$ cat src/rtl/mul_div_unit.sv
// Iterative RV32M divider: restoring division, one quotient bit per cycle, with
// single-cycle resolution of divide-by-zero and signed overflow, and direct register-file writeback.
module mul_div_unit (
    input  logic        clk,
    input  logic        rst,
    input  logic        start,
    input  logic        flush,
    input  logic [1:0]  op,
    input  logic [31:0] rs1_data,
    input  logic [31:0] rs2_data,
    input  logic [4:0]  rd_addr,
    output logic        busy,
    output logic        done,
    output logic        wb_we,
    output logic [4:0]  wb_addr,
    output logic [31:0] wb_data
);

    typedef enum logic [1:0] {
        IDLE = 2'd0,
        CALC = 2'd1,
        DONE = 2'd2
    } state_t;

    state_t      state_r, state_s;
    logic [5:0]  cnt_r;
    logic [31:0] rem_r, quo_r, dvsr_r;
    logic [1:0]  op_r;
    logic [4:0]  rd_r;
    logic        neg_q_r, neg_rem_r;
    logic        busy_r, done_r, wb_we_r;
    logic [4:0]  wb_addr_r;
    logic [31:0] wb_data_r;

    function automatic logic [31:0] cond_neg(input logic [31:0] v, input logic en);
        cond_neg = en ? (32'd0 - v) : v;
    endfunction

    logic        is_signed_s, accept_s, div_zero_s, ovf_s, special_s;
    logic [32:0] rem_shift_s, diff_s;
    logic        ge_s;
    logic [31:0] rem_nxt_s, quo_nxt_s, calc_res_s, spec_res_s;
    logic [31:0] wb_data_nxt_s;
    logic [4:0]  wb_addr_nxt_s;

    // Operand classification and one restoring-division step
    always_comb begin
        is_signed_s   = ~op[0];
        accept_s      = (state_r == IDLE) && start && !flush;
        div_zero_s    = (rs2_data == 32'd0);
        ovf_s         = is_signed_s && (rs1_data == 32'h8000_0000) && (rs2_data == 32'hFFFF_FFFF);
        special_s     = div_zero_s || ovf_s;
        rem_shift_s   = {rem_r, quo_r[31]};
        diff_s        = rem_shift_s - {1'b0, dvsr_r};
        ge_s          = ~diff_s[32];
        rem_nxt_s     = ge_s ? diff_s[31:0] : rem_shift_s[31:0];
        quo_nxt_s     = {quo_r[30:0], ge_s};
        calc_res_s    = op_r[1] ? cond_neg(rem_nxt_s, neg_rem_r) : cond_neg(quo_nxt_s, neg_q_r);
        if (div_zero_s) begin
            spec_res_s = op[1] ? rs1_data : 32'hFFFF_FFFF;
        end else begin
            spec_res_s = op[1] ? 32'h0000_0000 : 32'h8000_0000;
        end
        wb_data_nxt_s = (state_r == IDLE) ? spec_res_s : calc_res_s;
        wb_addr_nxt_s = (state_r == IDLE) ? rd_addr : rd_r;
    end

    // Next-state logic
    always_comb begin
        state_s = state_r;
        case (state_r)
            IDLE: begin
                if (accept_s) begin
                    state_s = special_s ? DONE : CALC;
                end else begin
                    state_s = IDLE;
                end
            end
            CALC: begin
                if (flush) begin
                    state_s = IDLE;
                end else if (cnt_r == 6'd31) begin
                    state_s = DONE;
                end else begin
                    state_s = CALC;
                end
            end
            DONE:    state_s = IDLE;
            default: state_s = IDLE;
        endcase
    end

    // State register
    always_ff @(posedge clk or negedge rst) begin
        if (!rst) begin
            state_r <= IDLE;
        end else begin
            state_r <= state_s;
        end
    end

    // Operand latch and iteration datapath; magnitudes are divided unsigned
    always_ff @(posedge clk or negedge rst) begin
        if (!rst) begin
            cnt_r     <= 6'd0;
            rem_r     <= 32'd0;
            quo_r     <= 32'd0;
            dvsr_r    <= 32'd0;
            op_r      <= 2'd0;
            rd_r      <= 5'd0;
            neg_q_r   <= 1'b0;
            neg_rem_r <= 1'b0;
        end else if (accept_s) begin
            cnt_r     <= 6'd0;
            rem_r     <= 32'd0;
            quo_r     <= cond_neg(rs1_data, is_signed_s && rs1_data[31]);
            dvsr_r    <= cond_neg(rs2_data, is_signed_s && rs2_data[31]);
            op_r      <= op;
            rd_r      <= rd_addr;
            neg_q_r   <= is_signed_s && (rs1_data[31] ^ rs2_data[31]);
            neg_rem_r <= is_signed_s && rs1_data[31];
        end else if (state_r == CALC) begin
            cnt_r     <= cnt_r + 6'd1;
            rem_r     <= rem_nxt_s;
            quo_r     <= quo_nxt_s;
        end else begin
            cnt_r     <= cnt_r;
        end
    end

    // Registered outputs; writeback data and address change only on DONE entry
    always_ff @(posedge clk or negedge rst) begin
        if (!rst) begin
            busy_r    <= 1'b0;
            done_r    <= 1'b0;
            wb_we_r   <= 1'b0;
            wb_addr_r <= 5'd0;
            wb_data_r <= 32'd0;
        end else begin
            busy_r  <= (state_s == CALC) || (state_s == DONE);
            done_r  <= (state_s == DONE);
            wb_we_r <= (state_s == DONE) && (wb_addr_nxt_s != 5'd0);
            if (state_s == DONE) begin
                wb_addr_r <= wb_addr_nxt_s;
                wb_data_r <= wb_data_nxt_s;
            end else begin
                wb_addr_r <= wb_addr_r;
                wb_data_r <= wb_data_r;
            end
        end
    end

    assign busy    = busy_r;
    assign done    = done_r;
    assign wb_we   = wb_we_r;
    assign wb_addr = wb_addr_r;
    assign wb_data = wb_data_r;

endmodule

$ cat config.mk
export PLATFORM = sky130hd
export DESIGN_NAME = mul_div_unit
export DESIGN_NICKNAME = d
export VERILOG_FILES = /design/src/rtl/mul_div_unit.sv
export SDC_FILE = /design/constraint.sdc
export NUM_CORES = 1
export LEC_CHECK = 0
export ABC_AREA = 0
export CAP_MARGIN = 20
export CORE_MARGIN = 2
export CORE_UTILIZATION = 40
export DETAILED_ROUTE_END_ITERATION = 10
export GPL_ROUTABILITY_DRIVEN = 0
export PLACE_DENSITY_LB_ADDON = 0.05
export SKIP_CTS_REPAIR_TIMING = 1
export SYNTH_ARGS = -nofsm -noshare
export SYNTH_HDL_FRONTEND = slang
export SYNTH_SLANG_ARGS = --single-unit
$ cat constraint.sdc
create_clock -name clk -period 4.7 [get_ports clk]
set_clock_uncertainty 0.2 [all_clocks]
set_input_delay 0.47 -clock clk [delete_from_list [all_inputs] [get_ports clk]]
set_output_delay 0.47 -clock clk [all_outputs]
set_load 0.05 [all_outputs]
==> summary.md <==
| Metric | Value |
|---|---|
| Outcome | completed |
| Worst-Margin Slew | ~1.1 ns |
| Multiplexer area fraction after synthesis | 3.05% |
| Cells after Synth | approximately 1.5k |
| Sequential area share after synthesis | between 30% and 40% |
| P&R area growth vs syn | 21.8% |
| Compound-Gate Fraction of Synth Area | between 20% and 30% |
| Post-Place Setup Slack | -0.0101 ns |
| Cell area after synthesis | roughly 0.012 mm² |
| Arr. time, crit path | between 4 and 5 ns |
| CP max stage cell | a2111o_1 |
| Ys async rst share | 100% |
| DIE AREA | roughly 0.032 mm² |
| Clock group share of total power | around 15% |
| Area of the multi-input gates | between 0.007 and 0.008 mm² |
| CP Class | flip-flop to flip-flop |
| Warnings from Yosys | 0 |
| Syn_nets | between 1.5k and 2k |
| Adder-Cell Fraction of Synth Area | under 10% |
| Crit. End Element | flip-flop |
| Synth Flop Type | dfrtp_1 |
| Buffer depth of the longest clock path | 2 |
| CP max FO | 5 |
| Data required, critical path | about 4.8 ns |
| Synth top cells by count | 176 x o21ai_0, 152 x dfrtp_1, 150 x nand2_1 |
| Pins over their slew limit | 0 |
| Largest family of logic cells by synthesized area | compound AO/OA/AOI/OAI gates |
| DR DRC count | 0 |
| FF+latch count, synth | between 150 and 200 |
| H-tree depth | 4 |
| ANT nets after route | 0 |
| Final worst slack | 0.117 ns |
| RSZ-0062 raised after global routing | yes |
| Avg WL per Cell | between 20 and 25 µm |
| CORE AREA | between 0.02 and 0.03 mm² |
| IO Pins | 115 |
| Pre-antenna DRT Iters | 6 |
| Clk sinks | 152 |
| Fin nets | ~1.8k |
| First-iteration detailed-routing DRC count | ~1.2k |
| Vias/cell | slightly below 6 |
| FILL cells | around 2.9k |
| Reg2Reg Setup Slack | about 0.12 ns |
| EDFF count, synth | 0 |
| Rows | 63 |
| WL final | between 40,000 and 50,000 µm |
| Reg2Reg Launch Point | quo_r[31] |
| Vias in the first global route | 11.4k |
| Psw | approximately 4.6 mW |
| GRT Total Usage | between 20% and 30% |
| Congestion Overflow GR | 0 |
| Number of port buffers | approximately 110 |
| CTS buffer count | 17 |
| TritonCTS clock tree | yes |
| Count of final setup violators | 0 |
| Switching share of power | a little under 50% |
| CTS clk-pin slew, worst paths | about 0.07 ns |
| Sequential share of power | 21.6% |
| Largest net degree at the start of global routing | slightly above 100 |
| Final min period | between 4 and 5 ns |
| Top-area cell type share of the netlist area | 31.3% |
| Power per cell area | 621 mW/mm² |
| Hold Vio Cnt, Final | 0 |
| Largest cells by area after synthesis | dfrtp_1 31%, o21ai_0 7.2%, xor2_1 5.2% |
| Max_cap viols | 0 |
| Fin util | between 40% and 50% |
| Reg area | roughly 0.0038 mm² |
| Xor/xnor share of the synthesized area | roughly a tenth |
| Worst path max stage delay | approximately 0.52 ns |
| Synth unique cells | 92 |
| Die height | approximately 180 µm |
| Hold Path End | dvsr_r[12] |
| DIE WIDTH | 178 µm |
| Vias after detailed routing | 12.1k |
| Post-Synth Simple-Gate Area | 19.4% |
| Worst slew margin | ~28% |
| Reg2reg path depth | 20 |
| Antenna violations before repair | 0 |
| Most frequent cell on the critical path | inv_2 |
| Combinational power share | between 60% and 70% |
| HP Start | dvsr_r[12] |
| Internal power | about 4.6 mW |
| Synthesized area per cell | 8.07 µm² |
| Highest Clock Rate | approximately 220 MHz |
| Critical-path cell list | inv_2 > ha_4 > inv_2 > fa_2 > a211oi_4 > nor3_4 > o21ai_2 > a21oi_4 > o21a_2 > nor2_4 > inv_4 > mux2i_4 > ha_2 > nand2_2 > nor4b_4 > nand3_1 > a2111o_1 > o31ai_2 > xnor2_1 > o221ai_1 |
| Synth area leader | dfrtp_1 |
| Setup crit start kind | flip-flop |
| Skew-Pair Late Insertion Delay | between 0.4 and 0.5 ns |
| Starting Density | about two fifths |
| Period utilization | between 90% and 100% |
| Reg2reg end | wb_data[28] |
| Most frequent cell after synthesis | o21ai_0 |
| Clock root buffer | clkbuf_16 |
| Worst hold stages | 2 |
| VDD IR-drop max | around 0.33 mV |
| First-pass GRT wire length | slightly below 70,000 µm |
| Hold crit path type | flip-flop to flip-flop |
| # diodes | 0 |
| Leak Pwr | 6.12 nW |
| DP HPWL | about 34,000 µm |
| Layout cells sized above 1 | 10.8% |
[power by group through the flow]
| stage | clock network [mW] | registers (mW) | logic, mW |
|---|---|---|---|
| 2_1_floorplan | 0 | 1.88 | 3.94 |
| 3_3_place_gp | 0 | 1.99 | 5.55 |
| 3_5_place_dp | 0 | 1.99 | 5.57 |
| 4_1_cts | 1.43 | 1.97 | 5.59 |
| 5_1_grt | 1.49 | 2.02 | 6.33 |
| 6_report | 1.40 | 1.99 | 5.81 |
[cells in the final DEF (no fill, tap or decap), types with 20 or more instances in the layout]
cell               n
xor2_1            72
nand3_1           46
a31oi_1           24
xnor2_1           71
dfrtp_1          152
buf_4             86
clkdlybuf4s50_1  113
ha_1              36
o21ai_0          176
nor3_1            33
nand2_1          149
a22oi_1           33
inv_1             60
or3_1             20
nor2_1           116
a21oi_1           92
mux2i_1           28
[registers in the layout (all words and copies together) (netlist names)]
| register | cells |
|---|---|
| state_r | 2 |
| op_r | 1 |
| wb_addr | 5 |
| neg_rem_r | 1 |
| rem_r | 32 |
| done | 1 |
| rd_r | 5 |
| neg_q_r | 1 |
| wb_data | 32 |
| busy | 1 |
| cnt_r | 6 |
| quo_r | 32 |
| wb_we | 1 |
| dvsr_r | 32 |
[per-stage QoR]
step,cells,total power [mW],instance area [µm²],TNS [ns],hold slack [ns]
2_1_floorplan,1506,5.82,12200,0,-0.0256
3_3_place_gp,2001,7.53,14100,0,0.264
3_5_place_dp,2001,7.56,14100,-0.0101,0.271
4_1_cts,2033,8.99,14600,0,-0.0429
5_1_grt,2044,9.85,14800,-0.138,0.307
6_report,2044,9.20,14800,0,0.279
[worst max path at each step]
stage,from,to,slack [ns],cells after the start
after floorplan,quo_r[31],wb_data[22],0.02,22
after global placement,rs2_data[18],wb_data[23],0.13,18
after detailed placement,rs1_data[9],wb_data[23],-0.01,18
after CTS,quo_r[31],wb_data[22],0.04,20
after global routing,quo_r[31],wb_data[28],-0.08,20
final,quo_r[31],wb_data[28],0.12,20
[critical path, delay by kind of cell, from the launching register on]
family / cells / cell delay [ns]
flops: 1 / 0.40
buf+inv: 3 / 0.18
fa+ha+maj: 3 / 0.73
xor+xnor: 1 / 0.16
simple gates: 5 / 0.76
compound gates: 7 / 1.82
mux: 1 / 0.18
[cell families after synthesis]
kind of cell / after synthesis
multiplexers: 36
adder cells (fa/ha/maj): 40
AO/OA/AOI/OAI: 502
buffers and inverters: 151
XOR/XNOR: 143
flip-flops: 152
AND/OR/NAND/NOR: 482
[layer usage]
| layer | vias up | wire, µm | GRT usage, % |
|---|---|---|---|
| met5 | - | 0 | 0 |
| met4 | 0 | 860 | 7.55 |
| met3 | 41 | 3110 | 6.29 |
| met2 | 465 | 19500 | 42.1 |
| met1 | 5889 | 21100 | 41.4 |
| li1 | 5748 | - | - |
[layout make-up]
cell class	count	area share [%]
Multi-Input combinational cell	1203	53.2
Inverter	65	1.66
Clock buffer	21	3.04
Tap cell	390	3.30
Sequential cell	152	25.7
Timing Repair Buffer	202	12.3
Clock inverter	11	0.837
Note: power is estimated with default switching activity, not from simulation.
